<file path="config.mk">
export PLATFORM = sky130hd
export DESIGN_NAME = signal_phase_scheduler_flat
export DESIGN_NICKNAME = d
export VERILOG_FILES = /design/src/rtl/traffic_pkg.sv /design/src/rtl/signal_phase_scheduler_if.sv /design/src/rtl/next_board_sel.sv /design/src/rtl/signal_phase_scheduler.sv /design/src/flat_wrapper.sv
export SDC_FILE = /design/constraint.sdc
export NUM_CORES = 1
export LEC_CHECK = 0
export CAP_MARGIN = 20
export CELL_PAD_IN_SITES_DETAIL_PLACEMENT = 1
export CELL_PAD_IN_SITES_GLOBAL_PLACEMENT = 1
export CORE_ASPECT_RATIO = 0.5
export CORE_MARGIN = 3
export CORE_UTILIZATION = 38
export CTS_BUF_LIST = sky130_fd_sc_hd__clkbuf_2 sky130_fd_sc_hd__clkbuf_4 sky130_fd_sc_hd__clkbuf_8
export CTS_CLUSTER_SIZE = 12
export DETAILED_ROUTE_END_ITERATION = 8
export GPL_ROUTABILITY_DRIVEN = 0
export PLACE_DENSITY = 0.94
export SYNTH_ARGS = -nofsm -noshare
export SYNTH_HDL_FRONTEND = slang
export SYNTH_SLANG_ARGS = --single-unit
</file>
<file path="constraint.sdc">
create_clock -name clk -period 2.8 [get_ports clk]
set_input_delay 0.56 -clock clk [delete_from_list [all_inputs] [get_ports clk]]
set_output_delay 0.56 -clock clk [all_outputs]
set_load 0.005 [all_outputs]
</file>
<file path="src/rtl/traffic_pkg.sv">
// Shared light codes, phase encoding and board-count constants for the junction
// phase scheduler.
package traffic_pkg;

    localparam int NUM_BOARDS = 4;

    localparam logic [4:0] RED   = 5'b10000;
    localparam logic [4:0] AMBER = 5'b01000;
    localparam logic [4:0] GREEN = 5'b00111;

    localparam logic [19:0] ALL_RED = {4{RED}};

    typedef enum logic [1:0] {
        PH_ALLRED = 2'd0,
        PH_GREEN  = 2'd1,
        PH_AMBER  = 2'd2
    } phase_t;

    // All four boards RED except board b, which shows the given code.
    function automatic logic [19:0] board_lights(input logic [1:0] b, input logic [4:0] code);
        logic [19:0] v;
        v = ALL_RED;
        v[int'(b)*5 +: 5] = code;
        return v;
    endfunction

endpackage

</file>
<file path="src/rtl/signal_phase_scheduler_if.sv">
// Request inputs and light-board outputs of one junction, bundled for the scheduler
// (slave) and whoever drives requests and watches the lights (master).
import traffic_pkg::*;

interface signal_phase_scheduler_if;
    logic [3:0]  e;
    logic [3:0]  p;
    logic [19:0] lights;
    logic [1:0]  active_board;
    phase_t      phase;
    logic        phase_start;
    logic        emer_active;

    modport master (
        output e, p,
        input  lights, active_board, phase, phase_start, emer_active
    );

    modport slave (
        input  e, p,
        output lights, active_board, phase, phase_start, emer_active
    );
endinterface

</file>
<file path="src/rtl/next_board_sel.sv">
// Combinational choice of the next green board: emergency (lowest index) first,
// then load priority scanned from cur+1 round to cur, then plain round-robin.
import traffic_pkg::*;

module next_board_sel (
    input  logic [3:0] e,
    input  logic [3:0] p,
    input  logic [1:0] cur,
    output logic [1:0] next,
    output logic       from_emer
);

    always_comb begin
        // NOTE: every output gets a default before any branch, so no path leaves it unassigned and no latch is inferred.
        next      = cur + 2'd1;
        from_emer = 1'b0;
        if (|e) begin
            from_emer = 1'b1;
            // Descending scan: the last hit, i.e. the lowest set index, wins.
            for (int i = NUM_BOARDS - 1; i >= 0; i--) begin
                if (e[i]) next = 2'(i);
            end
        end else if (|p) begin
            // k = 4 wraps to cur itself; k = 1 (the nearest neighbour) is checked last and wins.
            for (int k = NUM_BOARDS; k >= 1; k--) begin
                if (p[cur + 2'(k)]) next = cur + 2'(k);
            end
        end
    end

endmodule

</file>
<file path="src/rtl/signal_phase_scheduler.sv">
// Junction phase controller: GREEN -> AMBER -> ALLRED per board with clocked dwell
// counters, emergency preemption and registered light-board outputs.
import traffic_pkg::*;

module signal_phase_scheduler #(
    parameter int GREEN_CYCLES  = 16,
    parameter int AMBER_CYCLES  = 4,
    parameter int ALLRED_CYCLES = 2
) (
    input  logic                     clk,
    input  logic                     reset,
    signal_phase_scheduler_if.slave  bus
);

    localparam int MAX_DWELL = (GREEN_CYCLES >= AMBER_CYCLES)
                             ? ((GREEN_CYCLES >= ALLRED_CYCLES) ? GREEN_CYCLES : ALLRED_CYCLES)
                             : ((AMBER_CYCLES >= ALLRED_CYCLES) ? AMBER_CYCLES : ALLRED_CYCLES);
    localparam int CW = ($clog2(MAX_DWELL) < 1) ? 1 : $clog2(MAX_DWELL);

    phase_t          state;
    logic [CW-1:0]   cnt;
    logic [1:0]      board;
    logic [19:0]     lights;
    logic            phase_start;
    logic            emer_active;

    logic [1:0]      sel_next;
    logic            sel_emer;
    logic [3:0]      other_e;

    next_board_sel u_next_board_sel (
        .e         (bus.e),
        .p         (bus.p),
        .cur       (board),
        .next      (sel_next),
        .from_emer (sel_emer)
    );

    assign other_e = bus.e & ~(4'b0001 << board);

    // NOTE: state and outputs update with non-blocking assignments so every register samples pre-edge values.
    always_ff @(posedge clk or posedge reset) begin
        if (reset) begin
            state       <= PH_ALLRED;
            cnt         <= CW'(ALLRED_CYCLES - 1);
            board       <= 2'd3;
            lights      <= ALL_RED;
            phase_start <= 1'b0;
            emer_active <= 1'b0;
        end else begin
            phase_start <= 1'b0;
            case (state)
                PH_GREEN: begin
                    // Another board's emergency cuts green short; our own emergency holds it.
                    if ((|other_e) || (!bus.e[board] && cnt == '0)) begin
                        state  <= PH_AMBER;
                        cnt    <= CW'(AMBER_CYCLES - 1);
                        lights <= board_lights(board, AMBER);
                    end else if (bus.e[board]) begin
                        cnt <= CW'(GREEN_CYCLES - 1);
                    end else begin
                        cnt <= cnt - 1'b1;
                    end
                end
                PH_AMBER: begin
                    if (cnt == '0) begin
                        state  <= PH_ALLRED;
                        cnt    <= CW'(ALLRED_CYCLES - 1);
                        lights <= ALL_RED;
                    end else begin
                        cnt <= cnt - 1'b1;
                    end
                end
                default: begin
                    // Covers PH_ALLRED and the unused encoding, so the FSM always recovers.
                    if (cnt == '0) begin
                        state       <= PH_GREEN;
                        cnt         <= CW'(GREEN_CYCLES - 1);
                        board       <= sel_next;
                        emer_active <= sel_emer;
                        phase_start <= 1'b1;
                        lights      <= board_lights(sel_next, GREEN);
                    end else begin
                        cnt <= cnt - 1'b1;
                    end
                end
            endcase
        end
    end

    assign bus.lights       = lights;
    assign bus.active_board = board;
    assign bus.phase        = state;
    assign bus.phase_start  = phase_start;
    assign bus.emer_active  = emer_active;

endmodule

</file>
<file path="src/flat_wrapper.sv">
// flat-port wrapper written by rule: the top's interface ports become plain ports
module signal_phase_scheduler_flat 
#(
    parameter int GREEN_CYCLES  = 16,
    parameter int AMBER_CYCLES  = 4,
    parameter int ALLRED_CYCLES = 2
)
  (clk, reset, bus_e, bus_p, bus_lights, bus_active_board, bus_phase, bus_phase_start, bus_emer_active);
  signal_phase_scheduler_if bus_i ();
  input  logic clk;
  input  logic reset;
  input wire logic [$bits(bus_i.e)-1:0] bus_e;
  input wire logic [$bits(bus_i.p)-1:0] bus_p;
  output wire logic [$bits(bus_i.lights)-1:0] bus_lights;
  output wire logic [$bits(bus_i.active_board)-1:0] bus_active_board;
  output wire logic [$bits(bus_i.phase)-1:0] bus_phase;
  output wire logic [$bits(bus_i.phase_start)-1:0] bus_phase_start;
  output wire logic [$bits(bus_i.emer_active)-1:0] bus_emer_active;
  assign bus_i.e = bus_e;
  assign bus_i.p = bus_p;
  assign bus_lights = bus_i.lights;
  assign bus_active_board = bus_i.active_board;
  assign bus_phase = bus_i.phase;
  assign bus_phase_start = bus_i.phase_start;
  assign bus_emer_active = bus_i.emer_active;
  signal_phase_scheduler #(.GREEN_CYCLES(GREEN_CYCLES), .AMBER_CYCLES(AMBER_CYCLES), .ALLRED_CYCLES(ALLRED_CYCLES)) u_core (.clk(clk), .reset(reset), .bus(bus_i));
endmodule
</file>
== After elaboration in Yosys (flattened, before gate mapping) ==
Cells that the tools add are included.

* Output and inout port bits: 26
* Input bits: 10
* Logic and storage cells: 83
* Register bits: 30

* Multiplexer cells: 36
* Reduce and logical (&&, ||, !) cells: 11
* Shifts and indexed selects: 5
* $add $sub $neg: 6
* $mul: 2
* Bitwise logic cells: 9
* Magnitude comparators: 4
* Equal/unequal tests: 4

{| class="wikitable"
|+ Operator list
! cell !! count
|-
| 32-bit negator with 33-bit output || 2
|-
| 5-bit by 33-bit variable shift with 20-bit output, first input constant || 2
|-
| 5-bit by 33-bit variable part select with 20-bit output, first input constant || 2
|-
| 20-bit 2-to-1 mux || 3
|-
| 20-bit one-hot mux with 2 select lines || 1
|-
| 16-bit bitwise AND || 2
|-
| 2-bit 2-to-1 mux || 13
|-
| 4-bit 2-to-1 mux || 4
|-
| 2-bit by 3-bit < comparator with 1-bit output, second input constant || 4
|-
| 4-bit NOT || 3
|-
| 4-bit OR reduction || 3
|-
| 1-bit binary-select mux with 2-bit select || 5
|-
| 2-bit by 3-bit multiplier with 5-bit output, second input constant || 2
|-
| 1-bit 2-to-1 mux || 8
|-
| 4-bit bitwise OR || 2
|-
| 4-bit one-hot mux with 2 select lines || 1
|-
| 2-bit adder, second input constant || 2
|-
| 4-bit bitwise AND || 1
|-
| 4-bit zero test || 1
|-
| 2-bit by 1-bit != test with 1-bit output, second input constant || 2
|-
| 2-bit one-hot mux with 2 select lines || 1
|-
| 1-bit by 2-bit left shift with 4-bit output, first input constant || 1
|-
| 4-bit by 1-bit subtractor with 4-bit output, second input constant || 1
|-
| 3-bit AND reduction || 1
|-
| other kinds (10) || 10
|}

== Logic depth before layout (Yosys ltp) ==
Gate-level depths: netlist (run 1).

* Word-level depth: 15
* Gate-level depth with buffers: 9
* Depth with buffers taken out: 8

== Modules after synthesis ==
From an unflattened synthesis (run 1), not the netlist that was laid out.

* Cells, all modules: 145
* Area total of the unflattened synthesis: 1506.4 um^2

{| class="wikitable"
|+ Modules (own cells, without submodules)
! module !! cells each !! area each (um^2) !! sequential area each (um^2) !! instances
|-
| signal_phase_scheduler || 125 || 1360.1 || 559.3 || 1
|-
| next_board_sel || 20 || 146.4 || 0.0 || 1
|}

== Least setup slack after synthesis (run 1) ==
No wires, ideal clock.

* Kind: register -> register
* From: register u_core.board[1], in the netlist u_core.bus.active_board[1]
* To: register u_core.lights[19], in the netlist u_core.bus.lights[19]
* Path buffers: 0
* Period minus slack after synthesis: 2.178 ns
* Slack: 0.622 ns
* Arrival: 2.096 ns
* Library setup time: 0.082 ns
* Cell stages (with the launch flop): 9
* Required time: 2.718 ns
* Cell sequence: dfstp_2 -> inv_1 -> ha_1 -> inv_1 -> a21oi_1 -> o221ai_1 -> o21ai_1 -> o311ai_4 -> o31a_1

* Word-level cells in the longest chain between the ends: 15
* Elaborated cells between the ends (all ways): 47
* Classes of those cells: add/sub: 5; mul: 2; eq/ne: 1; shift: 5; mux: 23; bitwise: 6; reduce/logical: 5

{| class="wikitable"
|+ Ends and longest elaborated chain
! element !! RTL line !! RTL
|-
| start, declared || signal_phase_scheduler.sv:22 || <nowiki>logic [1:0] board;</nowiki>
|-
| start signal, assigned || signal_phase_scheduler.sv:79 || <nowiki>board <= sel_next;</nowiki>
|-
| 2-bit adder / 1-bit binary-select mux with 2-bit select (equally long branches) || next_board_sel.sv:26 || <nowiki>if (p[cur + 2'(k)]) next = cur + 2'(k);</nowiki>
|-
| 1-bit binary-select mux with 2-bit select / 1-bit 2-to-1 mux (equally long branches) || next_board_sel.sv:26 ||
|-
| 1-bit 2-to-1 mux (not written as such) / 2-bit 2-to-1 mux (equally long branches) || next_board_sel.sv:26 ||
|-
| 2-bit 2-to-1 mux (3 in a row) || next_board_sel.sv:26 ||
|-
| 2-bit 2-to-1 mux || next_board_sel.sv:23 || <nowiki>end else if (|p) begin</nowiki>
|-
| 2-bit 2-to-1 mux || next_board_sel.sv:17 || <nowiki>if (|e) begin</nowiki>
|-
| 2-bit by 3-bit multiplier with 5-bit output || traffic_pkg.sv:23 || <nowiki>v[int'(b)*5 +: 5] = code;</nowiki>
|-
| 32-bit negator with 33-bit output || traffic_pkg.sv:23 ||
|-
| 5-bit by 33-bit variable shift with 20-bit output || traffic_pkg.sv:23 ||
|-
| 4-bit NOT (no source line) || -- ||
|-
| 4-bit bitwise OR (no source line) || -- ||
|-
| 20-bit 2-to-1 mux || signal_phase_scheduler.sv:76 || <nowiki>if (cnt == '0) begin</nowiki>
|-
| 20-bit one-hot mux with 2 select lines || signal_phase_scheduler.sv:52 || <nowiki>case (state)</nowiki>
|-
| end signal, assigned || signal_phase_scheduler.sv:58 || <nowiki>lights <= board_lights(board, AMBER);</nowiki>
|-
| end signal, assigned || signal_phase_scheduler.sv:82 || <nowiki>lights <= board_lights(sel_next, GREEN);</nowiki>
|-
| end, declared || signal_phase_scheduler.sv:23 || <nowiki>logic [19:0] lights;</nowiki>
|}

Several ways; a longest one is shown, not always the timed one. The select of a mux whose other input is x is not followed.
A chain may end at the register's enable or synchronous reset.

== Worst setup path in the final report (run 1) ==
* From: register u_core.board[0], in the netlist u_core.bus.active_board[0]
* To: register u_core.lights[7], in the netlist u_core.bus.lights[7]

* Word-level cells in the longest chain between the ends: 14
* Elaborated cells between the ends (all ways): 45
* Classes of those cells: add/sub: 5; mul: 2; eq/ne: 1; shift: 5; mux: 23; bitwise: 4; reduce/logical: 5

{| class="wikitable"
|+ Ends and longest elaborated chain
! element !! RTL line
|-
| 2-bit adder / 1-bit binary-select mux with 2-bit select (equally long branches) || next_board_sel.sv:26
|-
| 1-bit binary-select mux with 2-bit select / 1-bit 2-to-1 mux (equally long branches) || next_board_sel.sv:26
|-
| 1-bit 2-to-1 mux (not written as such) / 2-bit 2-to-1 mux (equally long branches) || next_board_sel.sv:26
|-
| 2-bit 2-to-1 mux (3 in a row) || next_board_sel.sv:26
|-
| 2-bit 2-to-1 mux || next_board_sel.sv:23
|-
| 2-bit 2-to-1 mux || next_board_sel.sv:17
|-
| 2-bit by 3-bit multiplier with 5-bit output || traffic_pkg.sv:23
|-
| 32-bit negator with 33-bit output || traffic_pkg.sv:23
|-
| 5-bit by 33-bit variable part select with 20-bit output / 5-bit by 33-bit variable shift with 20-bit output (equally long branches) || traffic_pkg.sv:23
|-
| 16-bit bitwise AND (no source line) || --
|-
| 20-bit 2-to-1 mux || signal_phase_scheduler.sv:76
|-
| 20-bit one-hot mux with 2 select lines || signal_phase_scheduler.sv:52
|}

Several ways; a longest one is shown, not always the timed one. The select of a mux whose other input is x is not followed.

==> results of run 1 <==
[path summary, 6_finish.rpt]
check / start / slack, ns / depth (start not counted) / end
min in group asynchronous: reset / 0.76 / 2 / u_core.bus.lights[18]
min reg2reg: u_core.bus.lights[8] / 0.52 / 2 / u_core.bus.lights[8]
max: u_core.bus.active_board[0] / 0.23 / 8 / u_core.bus.lights[7]
max in group asynchronous: reset / 1.51 / 2 / u_core.bus.lights[12]
min: u_core.bus.lights[8] / 0.52 / 2 / u_core.bus.lights[8]
max reg2reg: u_core.bus.active_board[0] / 0.23 / 8 / u_core.bus.lights[7]
[area by class of cell]
class	count	area (um2)	share of cell area
clock buffer	3	41.3	0.0219
clock inverter	1	30.0	0.0159
inverter	12	45.0	0.0239
multi-input combinational	119	793	0.421
sequential	22	559	0.297
tap	51	63.8	0.0339
timing repair buffer	35	350	0.186
[per-layer routing]
metal,part of all wire,track usage,vias to the layer above
met4,0.029,0.0933,0
met5,0,0,-
met1,0.45,0.283,694
met2,0.48,0.372,47
li1,-,-,624
met3,0.048,0.0479,16
[logic make-up after synthesis]
kind of cell / after synthesis
buf+inv: 25
simple gates: 56
mux: 7
flops: 22
xor+xnor: 2
compound gates: 46
fa+ha+maj: 8
[power breakdown]
part	internal, mW	total, mW	switching [mW]
sequential	0.495	0.637	0.142
clock	0.191	0.308	0.117
combinational	0.629	1.40	0.773
total	1.32	2.35	1.03
[flip-flops by register name, indices dropped and copies added (netlist names)]
| name | cells |
|---|---|
| u_core.bus.emer_active | 1 |
| u_core.bus.phase_start | 1 |
| u_core.bus.phase | 2 |
| u_core.bus.active_board | 2 |
| u_core.cnt | 4 |
| u_core.bus.lights | 12 |
[stage by stage]
stage | util | hold slack, ns | instance area [um2] | std cells | power, mW
finish | 0.523 | 0.516 | 1880 | 243 | 2.35
global route | 0.523 | 0.562 | 1880 | 243 | 2.50
CTS | 0.523 | 0.523 | 1880 | 243 | 2.34
detailed placement | 0.503 | 0.495 | 1810 | 239 | 1.96
global placement | 0.503 | 0.475 | 1810 | 239 | 1.87
floorplan | - | 0.473 | 1490 | 166 | 1.50
[Yosys cell counts, types with 2 or more instances]
master,count
a31oi_1,2
nand2_1,24
dfrtp_1,15
a22o_1,2
nand2b_1,7
inv_1,12
mux2i_1,4
a221o_1,2
o31a_1,2
and2_1,2
dfstp_2,7
a21oi_1,7
nor2_1,12
o31ai_1,3
nor3_1,4
mux2_1,2
buf_4,9
o21ai_0,16
nor2b_1,2
xnor2_1,2
ha_1,8
o21ai_1,2
[critical path, stage by stage (launching register included)]
cell      delay, ns
dfstp_2        0.72
inv_1          0.16
ha_1           0.36
inv_1          0.07
a21oi_1        0.14
o221ai_1       0.21
o21ai_1        0.27
o311ai_4       0.20
o31ai_1        0.33
[layout by cell type (no fill, tap or decap), drive strengths merged, types with 2 or more instances in the layout]
cell type,synthesis,layout
clkdlybuf4s50,0,35
nand2,24,24
o21ai,18,18
dfrtp,15,15
nor2,13,13
inv,12,12
ha,8,8
a21oi,8,8
nand2b,7,7
dfstp,7,7
mux2i,4,4
nor3,4,4
o31ai,3,3
clkbuf,2,3
and2,2,2
nor2b,2,2
a221o,2,2
mux2,2,2
o31a,2,2
a22o,2,2
xnor2,2,2
a31oi,2,2
nor3b,2,2
==> impl_metrics.yaml, run 1 <==
clock_network:
  clkSlewWorstSetupHoldPaths_ns: 0.09
  post_cts_buffers: 0
  cts_buffer_depth: 2
  root_buffer: "clkbuf_8"
  cts_hold_buf: 0
  cts_resized: 0
  htreeDepth: 1
  clk_latency_ns: 0.27
  cts_tree: "built"
  numCtsBuffers: 3
  clkSinkCount: 22
synth:
  syn_area_mm2: 0.00149
  synth_warnings: 0
  syn-num-nets: 184
  muxShareOfSynthArea: 0.0571
  ys.flop_type: "dfrtp_1"
  synth-edff-count: 0
  syn_inst: 166
  yosys.area_share.simple: 0.179
  synth_cell_types: 42
  synthXorXnorAreaFrac: 0.0118
  avgSynthCellArea_um2: 8.98
  synth_top_family_by_area: "compound AO/OA/AOI/OAI gates"
  yosysTopAreaCellShare: 0.252
  ys_seq_area_frac: 0.375
  synth_area_leaders: "dfrtp_1 (25%), dfstp_2 (12%), ha_1 (6.7%)"
  synth_largest_area_cell: "dfrtp_1"
  synth_adder_area_share: 0.0672
  synth-seq-cells: 22
  synth_compound_area_frac: 0.217
  ys_async_sr_fraction: 1.00
worst_hold_path:
  hold_class: "register to register"
die:
  initial_utilization: 0.414
  coreArea_mm2: 0.00360
  die_h_um: 50.3
  row_count: 15
  dieArea_mm2: 0.00475
  ios: 36
  die_w_um: 94.6
sta:
  clock.fmax_mhz: 389
  setup_viol: 0
  worstMarginPinSlew_ns: 0.867
  hold_viol: 0
  rsz0062_at_grt: "no"
  slew-limit-headroom: 0.421
  setup_slack_ns: 0.231
  fin_crit_sh: 0.918
  post-route-min-period_ns: 2.57
  slew_viol_final: 0
  fin_skew_ns: 0.00132
  fin_tns_setup_ns: 0
drt:
  drt-pass1-iter-count: 4
  postRouteAntennaNets: 0
  vias_per_cell: 5.68
  drt_wl_total_mm: 4.95
  vias: 1381
  first_iter_violations: 57
  wire_per_inst_um: 20.4
  drc: 0
final_layout:
  nFillCells: 429
  drive_above_1_share: 0.0885
  synthToLayoutAreaGrowth_pct: 26.4
  finalNetCount: 211
  diodes: 0
grt:
  grt_pass1_wl_mm: 8.13
  antenna_found_initial: 0
  grt-ovfl-total: 0
  grtUsageTotal: 0.224
  grt_max_degree: 27
  grt_pass1_vias: 1482
pwr:
  p_per_area_mw_per_mm2: 1250
  leakage_nw: 0.766
  ir_drop_mv: 0.382
flow_run:
  cap_violations: 0
placement:
  io_buffers: 35
  post-place-ws_ns: 0.207
  post-dp-hpwl_mm: 3.28
critical_path:
  cp_max_fo: 16
  arrival_ns: 2.74
  end_kind: "register"
  start_kind: "register"
  critPathKind: "register to register"
  required_ns: 2.97
run_status:
  status: "finished, final reports clean"
(Power assumes the default switching activity.)
==> run 2, diff against run 1 <==
Settings changed: ABC_AREA set to 0.
==> results of run 2 <==
Final layout, timing and power as in run 1 (identical DEF).
==> RTL change 1, RTL diff (settings of run 1) <==
`GREEN_CYCLES` is set to 16 in 2 places; all go to 8.
--- a/src/rtl/signal_phase_scheduler.sv
+++ b/src/rtl/signal_phase_scheduler.sv
@@ -3,7 +3,7 @@
 import traffic_pkg::*;
 
 module signal_phase_scheduler #(
-    parameter int GREEN_CYCLES  = 16,
+    parameter int GREEN_CYCLES  = 8,
     parameter int AMBER_CYCLES  = 4,
     parameter int ALLRED_CYCLES = 2
 ) (
--- a/src/flat_wrapper.sv
+++ b/src/flat_wrapper.sv
@@ -1,7 +1,7 @@
 // flat-port wrapper written by rule: the top's interface ports become plain ports
 module signal_phase_scheduler_flat 
 #(
-    parameter int GREEN_CYCLES  = 16,
+    parameter int GREEN_CYCLES  = 8,
     parameter int AMBER_CYCLES  = 4,
     parameter int ALLRED_CYCLES = 2
 )
Behaviour: same outputs for any inputs over 10 cycles, from zero or initial values and one cycle with reset high; that may be too few to reach the edited logic, so the function may still have changed.
==> RTL change 1 against run 1 <==
First-iteration DRC count increased by 35%. Power decreased by 5.9%. Synthesized cell count decreased by 3.0%. Cell area decreased by 0.66%. Maximum frequency increased by 1.3%. Clock skew about the same. Count of clock-buffer cells in the layout unchanged. Worst setup slack improved by 33 ps. Non-clock buffer count increased by 4. Sequential cell count decreased by 1. Critical path type unchanged. Critical endpoint is now u_core.bus.lights[12]$_DFFE_PP0P_. Clock power decreased by 31%. Area after synthesis decreased by 0.92%. Sequential share of layout area decreased by 1.1 points. Wire length decreased by 17%.
==> RTL change 1: results (changes against run 1) <==
metric,value,unit,change
Post-Syn Nets,179,,was 184
drt total wl,4.10,mm,was 4.95 mm
vias in the first global route,1406,,"was 1,482"
Pleak,0.757,nW,was 0.766 nW
Hold Path Class,reg2reg,,unchanged
gr usage total,18.5,%,was 22.4%
placed cells,236,,was 239
top post-synthesis cells by count,"17 x nand2_1, 15 x inv_1, 14 x dfrtp_1",,"was 24 x nand2_1, 16 x o21ai_0, 15 x dfrtp_1"
number of library cell types mapped by synthesis,46,,was 42
total vias in the final route,1289,,"was 1,381"
clk_skew,1.23,ps,was 1.32 ps
Fill cells,407,,was 429
DPL Wire Length,3.14,mm,was 3.28 mm
Skew-Pair Late Insertion Delay,270,ps,about the same
R2R setup slack,260,ps,was 230 ps
Max IR drop VDD,0.313,mV,was 0.382 mV
Hold Crit Start,u_core.bus.lights[14]$_DFFE_PP1P_,,was u_core.bus.lights[8]$_DFFE_PP0P_
crit path max fanout,7,,was 16
wire length of the first global-routing pass,6.90,mm,was 8.13 mm
initial antenna violation count,0,,unchanged
Slew HR,45.0,%,was 42.1%
outcome,"finished, final reports clean",,unchanged
initial DRC count,77,,was 57
layout cell share with drive strength beyond 1,12.6,%,was 8.85%
R2R Path Start,u_core.bus.active_board[1]$_DFFE_PP1P_,,was u_core.bus.active_board[0]$_DFFE_PP1P_
cell count after synthesis,161,,was 166
RR Endpoint,u_core.bus.lights[12]$_DFFE_PP0P_,,was u_core.bus.lights[7]$_DFFE_PP0P_
family with the most delay on the worst path,multiplexers,,was compound AO/OA/AOI/OAI gates
hold endpoint,u_core.bus.lights[14]$_DFFE_PP1P_,,was u_core.bus.lights[8]$_DFFE_PP0P_
Synth area leaders,"dfrtp_1 24%, dfstp_2 12%, ha_1 6.8%",,"was dfrtp_1 25%, dfstp_2 12%, ha_1 6.7%"
largest net degree at the start of global routing,22,,was 27
max incr delay on CP,560,ps,was 720 ps
# nets final,209,,was 211
sequential share of the synthesized area,36.2,%,was 37.5%
root buffer selected by CTS,clkbuf_8,,unchanged
WL/cell,17.0,um,was 20.4 um
largest registers,"u_core.bus.lights x12, u_core.cnt x3",,"was u_core.bus.lights x12, u_core.cnt x4"
crit path DAT,2690,ps,was 2740 ps
[RTL change 1: cell count changes in the layout (fill, tap and decap cells not counted), sizes merged, moves of 4 or more]
cell   change
nand2      -7
mux2       +5
nor2       -7
buf        +4
[RTL change 1: power breakdown]
| part | leakage [nW] | switching (W) | internal (W) |
|---|---|---|---|
| registers | 0.254 | 0.0000871 | 0.000480 |
| clock network | 0.0255 | 0.000114 | 0.0000996 |
| logic | 0.478 | 0.000751 | 0.000678 |
| total | 0.757 | 0.000951 | 0.00126 |
[RTL change 1: kinds of logic (layout without fill, tap and decap cells)]
logic type / after synthesis / in the layout / synth area share, %
flip-flops: 21 / 21 / 36.2
AO/OA/AOI/OAI: 49 / 49 / 22.5
adder cells (fa/ha/maj): 8 / 8 / 6.78
AND/OR/NAND/NOR: 44 / 44 / 15.5
multiplexers: 9 / 9 / 7.54
buffers and inverters: 29 / 58 / 10.8
XOR/XNOR: 1 / 1 / 0.593
[RTL change 1: layout make-up]
| type | instances | share of cell area [%] |
|---|---|---|
| multi-input cells | 111 | 42.2 |
| flip-flops and latches | 21 | 28.6 |
| repair buffers | 39 | 20.3 |
| well taps | 51 | 3.41 |
| inverters | 15 | 3.01 |
| clock buffers | 3 | 2.21 |
| clock inverters | 1 | 0.268 |
[RTL change 1: metrics by stage]
| stage | hold WS, ps | setup WS, ps | instance area [um^2] |
|---|---|---|---|
| 5_1_grt | 497 | 173 | 1870 |
| 3_3_place_gp | 464 | 201 | 1810 |
| 6_report | 486 | 264 | 1870 |
| 4_1_cts | 490 | 108 | 1860 |
| 2_1_floorplan | 462 | 385 | 1480 |
| 3_5_place_dp | 480 | 56.0 | 1810 |
[RTL change 1: worst max path at each step]
stage | start | to | slack (ps) | cells past startpoint
3_5_place_dp | bus_p[3] | u_core.bus.lights[12]$_DFFE_PP0P_ | 60 | 6
5_1_grt | u_core.bus.active_board[1]$_DFFE_PP1P_ | u_core.bus.lights[14]$_DFFE_PP1P_ | 170 | 8
2_1_floorplan | u_core.bus.active_board[0]$_DFFE_PP1P_ | u_core.bus.lights[12]$_DFFE_PP0P_ | 390 | 9
4_1_cts | u_core.bus.active_board[1]$_DFFE_PP1P_ | u_core.bus.lights[12]$_DFFE_PP0P_ | 110 | 8
6_report | u_core.bus.active_board[1]$_DFFE_PP1P_ | u_core.bus.lights[12]$_DFFE_PP0P_ | 260 | 8
3_3_place_gp | bus_p[2] | u_core.bus.lights[12]$_DFFE_PP0P_ | 200 | 6
[RTL change 1: layer usage]
metal  wire length [um]  GRT usage, %
met5                  0             0
met2               2020          32.0
met1               1910          24.6
met3                136          3.35
met4                 34          3.12
[RTL change 1: what timing repair did]
action | in CTS | in global routing
setup endpoints to repair | 0 | 5
gates resized for setup | 0 | 1
endpoints found under the hold margin | 0 | 0
buffers inserted | 0 | 1
==> RTL change 2, RTL diff (settings of run 1) <==
Made on the original files. Reset style: synchronous (`reset`), changed in one clocked block.
--- a/src/rtl/signal_phase_scheduler.sv
+++ b/src/rtl/signal_phase_scheduler.sv
@@ -39,7 +39,7 @@
     assign other_e = bus.e & ~(4'b0001 << board);
 
     // NOTE: state and outputs update with non-blocking assignments so every register samples pre-edge values.
-    always_ff @(posedge clk or posedge reset) begin
+    always_ff @(posedge clk) begin
         if (reset) begin
             state       <= PH_ALLRED;
             cnt         <= CW'(ALLRED_CYCLES - 1);
Formal check against the unedited RTL: differs if reset is asserted again (counterexample within 4 cycles, from zero or initial values and one cycle with reset high); with reset held inactive, the same outputs for 10 cycles.
==> RTL change 2 against run 1 <==
Worst setup slack worse by 24 ps. Power down 19%. Wire length down 3.4%. Die area down 3.1%. Cell area up 0.53%. Core utilization up 1.4 points. Synthesized cell count up 3.6%. Critical path depth down 1. Sequential cell count unchanged. First-iteration DRC count up 26%. Area after synthesis down 3.4%. Clock power down 25%.
==> RTL change 2: results (changes against run 1) <==
metric,value,unit,change
outcome,"finished, final reports clean",,unchanged
PostCTS Resize Cnt,0,,unchanged
number of library cell types mapped by synthesis,46,,was 42
vias in the first global route,1574,,"was 1,482"
Hold Crit Start,u_core.bus.emer_active$_SDFFE_PP0P_,,was u_core.bus.lights[8]$_DFFE_PP0P_
Hold Path Class,reg2reg,,unchanged
wire length of the first global-routing pass,7.89,mm,was 8.13 mm
sequential share of the synthesized area,30.6,%,was 37.5%
DR pass1 iterations,4,,unchanged
Synth area leaders,"dfxtp_1 31%, ha_1 7.0%, buf_4 4.7%",,"was dfrtp_1 25%, dfstp_2 12%, ha_1 6.7%"
critical path class,reg2reg,,unchanged
htree depth,1,,unchanged
initial antenna violation count,0,,unchanged
# nets final,226,,was 211
ys flop type,dfxtp_1,,was dfrtp_1
ant diodes,0,,unchanged
max incr delay on CP,460,ps,was 720 ps
capture point of the worst path,u_core.bus.active_board[0]$_SDFFE_PP1P_,,was u_core.bus.lights[7]$_DFFE_PP0P_
Fill cells,440,,was 429
largest net degree at the start of global routing,13,,was 27
area grow syn2layout,31.5,%,was 26.4%
cell count after synthesis,172,,was 166
largest registers,"u_core.bus.lights x12, u_core.cnt x4",,unchanged
placed cell areas,1840,um^2,was 1810 um^2
hold path depth,2,,unchanged
vias per inst,5.75,,was 5.68
IO buf count,35,,unchanged
Worst Hold Slack,492,ps,was 516 ps
Post-Syn Nets,190,,was 184
hold endpoint,u_core.bus.emer_active$_SDFFE_PP0P_,,was u_core.bus.lights[8]$_DFFE_PP0P_
clk slew on worst S/H paths,80,ps,
DPL Wire Length,3.40,mm,was 3.28 mm
Yosys warnings,0,,unchanged
Critical-path top delay cell,dfxtp_1,,was dfstp_2
final worst slack,207,ps,was 231 ps
root buffer selected by CTS,clkbuf_8,,unchanged
R2R Path Start,u_core.bus.active_board[0]$_SDFFE_PP1P_,,was u_core.bus.active_board[0]$_DFFE_PP1P_
R2R setup slack,210,ps,was 230 ps
Pleak,0.747,nW,was 0.766 nW
Post-synth ARST share,0,%,was 100%
gr usage total,21.8,%,was 22.4%
Clock Tree Buf Depth,2,,unchanged
placed cells,254,,was 239
Post CTS Setup Buffer Count,0,,unchanged
Max IR drop VDD,0.320,mV,was 0.382 mV
pre-CTS setup slack,55.6,ps,was 207 ps
total vias in the final route,1484,,"was 1,381"
Slew HR,64.3,%,was 42.1%
crit path max fanout,7,,was 16
Worst Reg2Reg Path Length in Cells,7,,was 8
layout cell share with drive strength beyond 1,12.1,%,was 8.85%
initial DRC count,72,,was 57
top post-synthesis cells by count,"22 x dfxtp_1, 18 x nor2_1, 12 x inv_1, 12 x o21ai_0, 10 x a21oi_1",,"was 24 x nand2_1, 16 x o21ai_0, 15 x dfrtp_1"
Skew-Pair Late Insertion Delay,270,ps,about the same
WL/cell,18.5,um,was 20.4 um
clk_skew,5.07,ps,was 1.32 ps
[RTL change 2: cell count changes in the layout (fill, tap and decap cells not counted), moves of 4 or more]
cell and change:
dfxtp_1 +22, nor2_1 +6, nor3_1 +4, o21ai_0 -4
a32o_1 +4, dfstp_2 -7, dfrtp_1 -15, nand2_1 -18
buf_4 +11, nor4_1 +4, a22oi_1 +4
[RTL change 2: power by group]
part	internal [W]	switching [W]	leakage [nW]
sequential	0.000414	0.0000908	0.180
clock	0.000125	0.000106	0.0288
combinational	0.000535	0.000624	0.538
[RTL change 2: worst max-delay path, delay by kind of cell (launching register included)]
family	cells	cell delay, ps
adders and majority gates	1	450
AOI/OAI and AO/OA	2	650
and+or+nand+nor	2	410
DFF	1	460
muxes	1	330
buffers and inverters	1	150
[RTL change 2: layout make-up]
type | instances | area share [%]
clock buffers | 4 | 2.91
inverters | 12 | 2.38
multi-input cells | 123 | 45.2
flip-flops and latches | 22 | 23.3
well taps | 51 | 3.37
repair buffers | 46 | 22.9
[RTL change 2: logic make-up (layout without fill, tap and decap cells)]
group | after synthesis | in the layout | share of synthesized area, %
and+or+nand+nor | 56 | 56 | 20.3
muxes | 7 | 7 | 6.69
xor gates and xnor gates | 2 | 2 | 1.22
AOI/OAI and AO/OA | 50 | 50 | 24.2
DFF | 22 | 22 | 30.6
buffers and inverters | 27 | 62 | 9.99
adders and majority gates | 8 | 8 | 6.95
[RTL change 2: per-layer routing]
metal | track usage, % | vias to the layer above | routed length (um)
li1 | - | 694 | -
met1 | 25.2 | 732 | 2130
met2 | 39.6 | 43 | 2350
met3 | 3.20 | 15 | 154
met4 | 10.5 | 0 | 157
met5 | 0 | - | 0
